`src/rtl/piho_pkg.sv`:
```
// Shared definitions for the piho bin accumulator: FSM state encoding and
// default datapath widths.
package piho_pkg;

  typedef enum logic [1:0] {
    ST_IDLE  = 2'd0,
    ST_ACCUM = 2'd1,
    ST_DONE  = 2'd2
  } state_t;

  localparam int SAMPLE_W = 64;
  localparam int BIN_W    = 80;
  localparam int BINS_W   = 16;
  localparam int LOG2_W   = 4;

  // Mask of a bin's sample index range: 2^log2 - 1.
  function automatic logic [BINS_W-1:0] bin_mask(input logic [LOG2_W-1:0] log2);
    return (BINS_W'(1) << log2) - BINS_W'(1);
  endfunction

endpackage

```
`src/rtl/piho_bin_outreg.sv`:
```
// Output holding register for completed bins: one-entry slot with a
// valid/ready handshake and detection of bins that arrive while it is full.
module piho_bin_outreg #(
  parameter int W = 80
) (
  input  logic         clk,
  input  logic         rst,
  input  logic         load,
  input  logic [W-1:0] load_data,
  input  logic         ready,
  output logic         valid,
  output logic [W-1:0] data,
  output logic         drop
);

  // Handshake: data is transferred on a rising edge where valid && ready.
  // valid/data hold stable until then; a load arriving in the transfer
  // cycle replaces the slot so valid stays high, while a load arriving
  // with valid && !ready is discarded and flagged through drop.
  assign drop = load && valid && !ready;

  always_ff @(posedge clk) begin
    if (!rst) begin
      valid <= 1'b0;
      data  <= '0;
    end else if (load && (!valid || ready)) begin
      valid <= 1'b1;
      data  <= load_data;
    end else if (valid && ready) begin
      valid <= 1'b0;
    end
  end

endmodule

```
`src/rtl/piho_bin_accum.sv`:
```
// Bins per-sweep x2sum samples into sums of 2^bin_log2 samples and presents
// each bin through a valid/ready slot. Define PIHO_BIN_DROPCNT_EN to add the
// 'dropped' counter output.
module piho_bin_accum #(
  parameter int SAMPLE_W = piho_pkg::SAMPLE_W,
  parameter int BIN_W    = piho_pkg::BIN_W
) (
  input  logic                        clk,
  input  logic                        rst,
  input  logic                        start,
  input  logic [3:0]                  bin_log2,
  input  logic [15:0]                 total_bins,
  input  logic                        sample_valid,
  input  logic [SAMPLE_W-1:0]         sample,
  output logic                        bin_valid,
  input  logic                        bin_ready,
  output logic [BIN_W-1:0]            bin_sum,
  output logic [piho_pkg::BINS_W-1:0] bins_done,
  output logic                        busy,
  output logic                        done,
  output logic                        overrun
`ifdef PIHO_BIN_DROPCNT_EN
  ,
  output logic [15:0]                 dropped
`endif
);

  import piho_pkg::*;

  state_t              state_q;
  state_t              state_d;
  logic [3:0]          log2_q;
  logic [BINS_W-1:0]   total_q;
  logic [BIN_W-1:0]    acc_q;
  logic [BINS_W-1:0]   cnt_q;
  logic [BINS_W-1:0]   bins_q;
  logic                overrun_q;
  logic                start_ok;
  logic                accept;
  logic                bin_last;
  logic                drop;
  logic [BIN_W-1:0]    bin_total;

  assign start_ok  = start && (state_q != ST_ACCUM);
  assign accept    = (state_q == ST_ACCUM) && sample_valid;
  assign bin_last  = accept && (cnt_q == bin_mask(log2_q));
  assign bin_total = acc_q + {{(BIN_W-SAMPLE_W){1'b0}}, sample};

  always_ff @(posedge clk) begin
    if (!rst) begin
      state_q <= ST_IDLE;
    end else begin
      state_q <= state_d;
    end
  end

  always_comb begin
    state_d = state_q;
    unique case (state_q)
      ST_IDLE, ST_DONE: begin
        if (start) begin
          state_d = (total_bins == '0) ? ST_DONE : ST_ACCUM;
        end
      end
      ST_ACCUM: begin
        if (bin_last && (bins_q + BINS_W'(1) == total_q)) begin
          state_d = ST_DONE;
        end
      end
      default: state_d = ST_IDLE;
    endcase
  end

  always_comb begin
    busy = (state_q == ST_ACCUM);
    done = (state_q == ST_DONE);
  end

  // Run parameters, accumulator and counters; a reset drops any partial bin.
  always_ff @(posedge clk) begin
    if (!rst) begin
      log2_q    <= '0;
      total_q   <= '0;
      acc_q     <= '0;
      cnt_q     <= '0;
      bins_q    <= '0;
      overrun_q <= 1'b0;
    end else if (start_ok) begin
      log2_q    <= bin_log2;
      total_q   <= total_bins;
      acc_q     <= '0;
      cnt_q     <= '0;
      bins_q    <= '0;
      overrun_q <= 1'b0;
    end else if (accept) begin
      if (bin_last) begin
        acc_q <= '0;
        cnt_q <= '0;
        if (bins_q != total_q) begin
          bins_q <= bins_q + BINS_W'(1);
        end
      end else begin
        acc_q <= bin_total;
        cnt_q <= cnt_q + BINS_W'(1);
      end
      if (drop) begin
        overrun_q <= 1'b1;
      end
    end
  end

  assign bins_done = bins_q;
  assign overrun   = overrun_q;

`ifdef PIHO_BIN_DROPCNT_EN
  logic [15:0] dropped_q;

  always_ff @(posedge clk) begin
    if (!rst) begin
      dropped_q <= '0;
    end else if (start_ok) begin
      dropped_q <= '0;
    end else if (drop && (dropped_q != 16'hFFFF)) begin
      dropped_q <= dropped_q + 16'd1;
    end
  end

  assign dropped = dropped_q;
`endif

  piho_bin_outreg #(
    .W(BIN_W)
  ) u_outreg (
    .clk      (clk),
    .rst      (rst),
    .load     (bin_last),
    .load_data(bin_total),
    .ready    (bin_ready),
    .valid    (bin_valid),
    .data     (bin_sum),
    .drop     (drop)
  );

endmodule

```
`config.mk`:
```
export PLATFORM = sky130hd
export DESIGN_NAME = piho_bin_accum
export DESIGN_NICKNAME = d
export VERILOG_FILES = /design/src/rtl/piho_pkg.sv /design/src/rtl/piho_bin_outreg.sv /design/src/rtl/piho_bin_accum.sv
export SDC_FILE = /design/constraint.sdc
export NUM_CORES = 1
export LEC_CHECK = 0
export BUFFER_PORTS_ARGS = -buffer_cell sky130_fd_sc_hd__buf_4
export CORE_MARGIN = 4
export CORE_UTILIZATION = 50
export CTS_BUF_LIST = sky130_fd_sc_hd__clkbuf_2
export CTS_CLUSTER_SIZE = 24
export DETAILED_ROUTE_END_ITERATION = 8
export GPL_ROUTABILITY_DRIVEN = 0
export HOLD_SLACK_MARGIN = 0.06
export PLACE_DENSITY = 0.77
export SETUP_SLACK_MARGIN = 0.05
export SYNTH_ARGS = -nofsm -noshare
export SYNTH_HDL_FRONTEND = slang
export SYNTH_HIERARCHICAL = 1
export SYNTH_SLANG_ARGS = --single-unit
```
`constraint.sdc`:
```
create_clock -name clk -period 4.84 [get_ports clk]
set_input_delay 0.242 -clock clk [delete_from_list [all_inputs] [get_ports clk]]
set_output_delay 0.242 -clock clk [all_outputs]
set_load 0.1 [all_outputs]
```
==> summary.txt, run 1 <==
Run status
  – Run status: completed

STA
  – Fin. Hold Viols: 0
  – # setup viols final: 0
  – Slew margin rel.: 0.130
  – Slew Viols, Final: 0
  – RSZ-0062 raised after global routing: no
  – Tmin final: 4.44 ns
  – Peak Freq: around 230 MHz
  – Final period util: 0.918
  – Setup tns final: 0 ns
  – Clock Skews: just under 0.06 ns
  – Slew at the pin with the worst max-slew slack: around 1.3 ns

Synthesis
  – Register area share after synthesis: 0.315
  – Ranking of synthesized cells by area: dfxtp_1 32%, nand2_1 9.1%, ha_1 6.1%
  – Synth area leader: dfxtp_1
  – Yosys warnings: 6
  – Top post-synthesis cells by count: 331 x nand2_1, 216 x dfxtp_1, 125 x nor2_1, 120 x a21oi_1, 82 x mux2i_1
  – Share of flip-flops with an asynchronous set or reset: 0
  – Count of cell types in the netlist: 85
  – Mapped Avg Cell Area: 7.95 um^2
  – Syn nets: 1882
  – Mapped cell area: about 0.014 mm^2
  – Synthesized instance count: 1725
  – Count leader, synth: nand2_1
  – FF+latch count, synth: approximately 220
  – Post-synth top area share: 0.315
  – Number of flops mapped to enable cells by yosys: 0
  – Top FF cell, synth: dfxtp_1

Detailed routing
  – Remaining antenna violation count: 0
  – 1st-iter DRT viols: approximately 930
  – Routed len/inst: between 15 and 20 um
  – Routed via count: approximately 14000
  – DRC Markers: 0
  – Wirelength, routed: about 40000 um
  – DR pass1 iterations: 6
  – Drt via density: approximately 5.7

Global route
  – Vias in the first global route: between 10000 and 15000
  – Total track usage: 0.252
  – Initial antenna violation count: 1
  – First-pass GRT wire length: about 65000 um
  – Gr ovfl total: 0
  – Largest net degree at the start of global routing: 83

Floorplanning
  – Row count: 60
  – I/O pin count: around 190
  – Initial Util: 0.509
  – Die ar.: between 0.03 and 0.04 mm^2
  – Core Area: around 0.027 mm^2
  – Die Y: 174 um
  – Die width: 174 um

Critical path
  – Largest fanout on the critical path: 31
  – Slowest Stage Delay on Critical Path: a little under 0.8 ns
  – Worst-path cell chain: inv_1 > nand3_1 > ha_1 > or3b_2 > o22ai_1 > xor2_1 > nor3b_1 > nand2_1 > or4_1 > inv_2 > nor2b_4 > buf_4 > mux2i_1
  – CP Launch Type: register
  – Crit end category: register
  – Kind of critical path: register to register
  – Data required, critical path: 5.62 ns
  – Buf/Inv on CP: 3
  – Slowest-stage cell, CP: dfxtp_1
  – Delay-heaviest family, CP: simple AND/OR/NAND/NOR gates
  – Critical path arrival: approximately 5.2 ns

Finish
  – Final core utilization: 0.624
  – Layout cells sized above 1: 0.154
  – Area Growth Syn to Fin: 22.7%
  – Fin nets: between 2000 and 2500

Min path
  – HP Class: input port to register

CTS
  – CTS resizes: 0
  – Clk sink count: approximately 220
  – Num CTS Buffers: 57
  – Max clock buf depth: 3
  – Root Buffer Master: clkbuf_2
  – Clock tree from TritonCTS: yes
  – CTS HTree Levels: 2
  – Worst-skew pair later-pin latency: 0.89 ns
  – Worst-path clk slew: roughly 0.090 ns

Power
  – Static Leak: about 0.0070 uW
  – Pwr dens: about 230 mW/mm^2
  – Maximum VDD drop: roughly 200 uV

Place
  – Detailed Place HPWL: around 28000 um
  – Port Buffers: 188

Flow run
  – MaxCap Viol Count: 0
-- flip-flops by register name (all words and copies together) (netlist names) --
name / flops
bins_done: 16
log2_q: 4
overrun: 1
cnt_q: 16
u_outreg/data: 80
u_outreg/valid: 1
state_q: 2
total_q: 16
acc_q: 80
-- cell families (layout without fill, tap and decap cells) --
kind of cell | Yosys count | after routing | synth area share
and+or+nand+nor | 697 | 697 | 0.237
AOI/OAI and AO/OA | 389 | 389 | 0.186
DFF | 216 | 216 | 0.315
xor gates and xnor gates | 140 | 140 | 0.0894
buffers and inverters | 133 | 453 | 0.0503
muxes | 82 | 82 | 0.0598
adders and majority gates | 68 | 68 | 0.0626
other | 0 | 1 | 0
-- cell usage in the layout, fill, tap and decap left out, types with 5 or more instances in the layout --
master | synthesis | routed
nand3b_1 | 8 | 8
buf_4 | 2 | 198
nand4_1 | 36 | 36
or3_1 | 12 | 12
dlygate4sd3_1 | 0 | 119
nor3_1 | 28 | 27
and2_1 | 13 | 13
o211ai_1 | 13 | 13
o31ai_1 | 8 | 8
ha_1 | 67 | 67
o21bai_1 | 10 | 10
o21a_1 | 11 | 11
nor4_1 | 13 | 13
mux2i_1 | 82 | 82
a21oi_1 | 120 | 120
a211oi_1 | 10 | 10
a21o_1 | 33 | 33
nor3b_1 | 8 | 8
clkinv_2 | 0 | 5
nand2b_1 | 10 | 10
nor2b_1 | 11 | 11
a22oi_1 | 17 | 17
clkinv_1 | 0 | 15
nor2_1 | 125 | 124
xnor2_1 | 68 | 68
xor2_1 | 72 | 72
a21boi_0 | 24 | 24
nand3_1 | 55 | 55
a31oi_1 | 13 | 13
dfxtp_1 | 216 | 216
and4_1 | 5 | 5
o21ai_0 | 58 | 58
and3_1 | 10 | 10
nand2_1 | 331 | 330
clkbuf_2 | 0 | 80
o21ai_1 | 7 | 7
a22o_1 | 35 | 35
inv_1 | 31 | 31
-- per-stage QoR --
step	setup slack, ns	total power [uW]	area [um^2]	hold slack, ns	std cells
6_report	0.398	3860	16800	0.121	2387
5_1_grt	0.0664	4060	16800	0.127	2387
4_1_cts	0.441	3880	16800	0.0643	2386
3_5_place_dp	0.448	2510	15100	0.447	2165
3_3_place_gp	0.603	2490	15100	0.442	2165
2_1_floorplan	1.45	2330	13700	0.387	1725
-- worst paths after layout --
| path | slack [ns] | cells after the start | startpoint | endpoint |
|---|---|---|---|---|
| worst max-delay path | 0.40 | 13 | log2_q[3]$_SDFFE_PN0P_ | u_outreg/data[29]$_SDFFE_PN0P_ |
| worst min-delay path | 0.12 | 6 | sample[3] | u_outreg/data[3]$_SDFFE_PN0P_ |
| worst max register to register | 0.40 | 13 | log2_q[3]$_SDFFE_PN0P_ | u_outreg/data[29]$_SDFFE_PN0P_ |
| worst min register to register | 0.46 | 2 | acc_q[3]$_SDFFE_PP0P_ | acc_q[3]$_SDFFE_PP0P_ |
-- tightest hold or removal path, stage by stage --
cell and delay (ns):
buf_4 0.09, ha_1 0.17, a211oi_1 0.06, nor2_1 0.15, nand2_1 0.07, mux2i_1 0.12
-- report_power, final --
part / switching [uW] / internal, uW
logic: 424 / 306
registers: 29.8 / 1810
clock network: 793 / 503
-- per-layer routing --
metal,share of wire,global-route usage,vias up
li1,-,-,6669
met1,0.41,0.308,6314
met2,0.48,0.433,503
met3,0.068,0.0506,116
met4,0.038,0.112,0
met5,0,0,-
-- what timing repair did --
item / in CTS / in global routing
hold buffers: 119 / 0
setup buffers: 0 / 0
hold endpoints to repair: 160 / 0
-- final cells by class --
cell class                 count  area (um^2)
fill                        2344        10100
multi-input combinational   1376         8720
tap                          341          427
clock inverter                22          115
inverter                      32          120
clock buffer                  80          400
antenna                        1         2.50
sequential                   216         4320
timing repair buffer         319         2720
No activity file was read; power rests on OpenSTA's default activity.
==> run 2: changes to the inputs <==
--- a/config.mk
+++ b/config.mk
@@ -7,13 +7,13 @@
 export LEC_CHECK = 0
 export BUFFER_PORTS_ARGS = -buffer_cell sky130_fd_sc_hd__buf_4
 export CORE_MARGIN = 4
-export CORE_UTILIZATION = 50
+export CORE_UTILIZATION = 60
 export CTS_BUF_LIST = sky130_fd_sc_hd__clkbuf_2
 export CTS_CLUSTER_SIZE = 24
 export DETAILED_ROUTE_END_ITERATION = 8
 export GPL_ROUTABILITY_DRIVEN = 0
 export HOLD_SLACK_MARGIN = 0.06
-export PLACE_DENSITY = 0.77
+export PLACE_DENSITY = 0.89
 export SETUP_SLACK_MARGIN = 0.05
 export SYNTH_ARGS = -nofsm -noshare
 export SYNTH_HDL_FRONTEND = slang
==> run 2 against run 1 <==
Against the previous run:
- the run now ends with design-rule violations left
- clock skew is 0.0098 ns higher
- setup slack got worse by 0.21 ns
- hold slack better by 0.029 ns
- flip-flop and latch count stayed put
- utilization grew 13 points
- critical endpoint is now u_outreg/data[28]$_SDFFE_PN0P_
- die area fell by 16%
- combinational power increased by 3.8%
- wire length rose by 10%
- global-route usage is 6.5 points higher
- fmax is 4.4% lower
- sequential share of layout area shrank 0.063 points
- non-clock buffer count increased by 18
==> summary.txt, run 2 (synthesized netlist as in run 1, its figures left out) <==
CTS
  – Num CTS Buffers: between 50 and 60
  – Root Buffer Master: clkbuf_2
  – Worst-path clk slew: 0.14 ns
  – Clock tree from TritonCTS: yes
  – Worst-skew pair later-pin latency: roughly 0.86 ns
  – Max clock buf depth: 3
  – CTS HTree Levels: 2
  – Clk sink count: roughly 220

STA
  – Slew Viols, Final: 0
  – Peak Freq: roughly 220 MHz
  – Slew margin rel.: 0.373
  – Final period util: 0.960
  – RSZ-0062 raised after global routing: no
  – Slew at the pin with the worst max-slew slack: around 0.94 ns
  – Fin. Hold Viols: 0
  – Clock Skews: 0.0694 ns
  – # setup viols final: 0
  – Worst Slack Setup Final: approximately 0.19 ns
  – Setup tns final: 0 ns
  – Tmin final: around 4.6 ns
  – Final hold slack: 0.150 ns

Critical path
  – Slowest Stage Delay on Critical Path: between 0.6 and 0.7 ns
  – Kind of critical path: register to register
  – Worst R2R Path Depth: 15
  – Reg-to-reg startpoint: acc_q[0]$_SDFFE_PP0P_
  – Register-to-register setup slack: slightly below 0.2 ns
  – Data required, critical path: approximately 5.7 ns
  – Worst-path cell chain: ha_1 > inv_1 > fa_1 > nor2b_2 > o211ai_1 > a2111o_1 > a21oi_2 > o211ai_1 > nand2_1 > xor2_1 > dlygate4sd3_1 > nand2_1 > dlygate4sd3_1 > mux2i_1 > dlygate4sd3_1
  – Slowest-stage cell, CP: dlygate4sd3_1
  – CP Launch Type: register
  – Crit end category: register
  – Critical Path Most Common Cell: dlygate4sd3_1
  – Largest fanout on the critical path: 3
  – Critical path arrival: around 5.5 ns
  – R2r endpoint: u_outreg/data[28]$_SDFFE_PN0P_

Global route
  – First-pass GRT wire length: about 69000 um
  – Largest net degree at the start of global routing: between 90 and 100
  – Met1 Use GR: 0.358
  – Total track usage: 0.318
  – Vias in the first global route: 14368
  – Gr busiest metal: met2
  – Initial antenna violation count: 2
  – Gr ovfl total: 0
  – Met3 usage: 0.0748
  – Met2 Usage GRT: 0.556

Min path
  – Hold endpoint: acc_q[39]$_SDFFE_PP0P_
  – Worst Hold Depth: 4
  – HP Class: input port to register
  – Min-delay src: sample[39]

Floorplanning
  – Core Area: roughly 0.023 mm^2
  – Row count: 55
  – I/O pin count: about 190
  – Die ar.: 0.0253 mm^2
  – Die Y: around 160 um
  – Initial Util: 0.608
  – Die width: approximately 160 um

Flow run
  – MaxCap Viol Count: 0

Power
  – Maximum VDD drop: around 180 uV
  – Static Leak: just over 0.007 uW
  – Pwr dens: 228 mW/mm^2
  – Tot Pwr: just under 4000 uW

Finish
  – Most frequent cells in the layout: 330 x nand2_1, 212 x dfxtp_1, 200 x buf_4
  – FILL cells: about 1500
  – Fin nets: about 2200
  – Layout cells sized above 1: 0.153
  – Area Growth Syn to Fin: 23.3%
  – Commonest non-fill, non-tap cell in the layout: nand2_1
  – Biggest regs: acc_q x80, u_outreg/data x80

Detailed routing
  – Drt via density: around 6.2
  – DR pass1 iterations: 9
  – Wirelength, routed: 43600 um
  – DRC Markers: 1
  – 1st-iter DRT viols: between 1000 and 1500
  – Routed len/inst: 18.6 um
  – Remaining antenna violation count: 0
  – Routed via count: ~14000

Run status
  – Failing checks: design-rule violations
  – Run status: finished, violations left

Place
  – Setup WS pre-CTS: between 0.3 and 0.4 ns
  – Port Buffers: about 190
  – Detailed Place HPWL: 27400 um
[run 2: changes by cell type in the layout (fill, tap and decap cells not counted), sizes merged]
cell / delta
dlygate4sd3: +17
diode: +1
clkbuf: -14
clkinv: +9
buf: +1
[run 2: area by class of cell]
class	count	area, um^2	share of cell area
multi-input cells	1376	8730	0.516
well taps	285	357	0.0211
repair buffers	337	2880	0.170
clock buffers	66	330	0.0195
clock inverters	31	156	0.00925
inverters	32	120	0.00710
diodes	2	5.00	0.000296
flip-flops and latches	216	4340	0.256
[run 2: layer usage]
layer	wire (um)	vias up
li1	-	6691
met1	16300	6659
met2	20500	866
met3	4160	277
met4	2700	0
met5	0	-
[run 2: critical path: cells and delay by family, from the launching register on]
kind | cells | cell delay, ns
buffers and inverters | 4 | 1.89
AOI/OAI and AO/OA | 4 | 1.01
adders and majority gates | 2 | 0.63
and+or+nand+nor | 3 | 0.39
DFF | 1 | 0.35
xor gates and xnor gates | 1 | 0.26
muxes | 1 | 0.13
[run 2: metrics by stage]
stage | utilization | instance area, um^2 | std cells
after CTS | 0.748 | 16900 | 2342
after detailed placement | 0.666 | 15000 | 2109
final | 0.749 | 16900 | 2345
after floorplan | - | 13700 | 1725
after global placement | 0.666 | 15000 | 2109
after global routing | 0.749 | 16900 | 2345
[run 2: repair_timing]
| action | CTS | global route |
|---|---|---|
| setup endpoints to repair | 0 | 40 |
| hold buffers | 136 | 0 |
| hold endpoints to repair | 128 | 0 |
| buffers inserted | 0 | 1 |
| gates resized for setup | 0 | 10 |
[run 2: where the power goes]
group          internal [uW]  switching, uW  total (uW)
sequential              1810           33.6        1840
clock                    444            817        1260
combinational            312            445         758
total                   2560           1300        3860
[run 2: worst max-delay path by stage]
| stage | startpoint | to | slack (ns) |
|---|---|---|---|
| after floorplan | log2_q[3]$_SDFFE_PN0P_ | u_outreg/data[0]$_SDFFE_PN0P_ | 1.45 |
| after global placement | log2_q[3]$_SDFFE_PN0P_ | u_outreg/data[63]$_SDFFE_PN0P_ | 0.59 |
| after detailed placement | log2_q[3]$_SDFFE_PN0P_ | u_outreg/data[70]$_SDFFE_PN0P_ | 0.37 |
| after CTS | log2_q[3]$_SDFFE_PN0P_ | u_outreg/data[27]$_SDFFE_PN0P_ | 0.09 |
| after global routing | log2_q[3]$_SDFFE_PN0P_ | u_outreg/data[29]$_SDFFE_PN0P_ | 0.11 |
| final | acc_q[0]$_SDFFE_PP0P_ | u_outreg/data[28]$_SDFFE_PN0P_ | 0.19 |
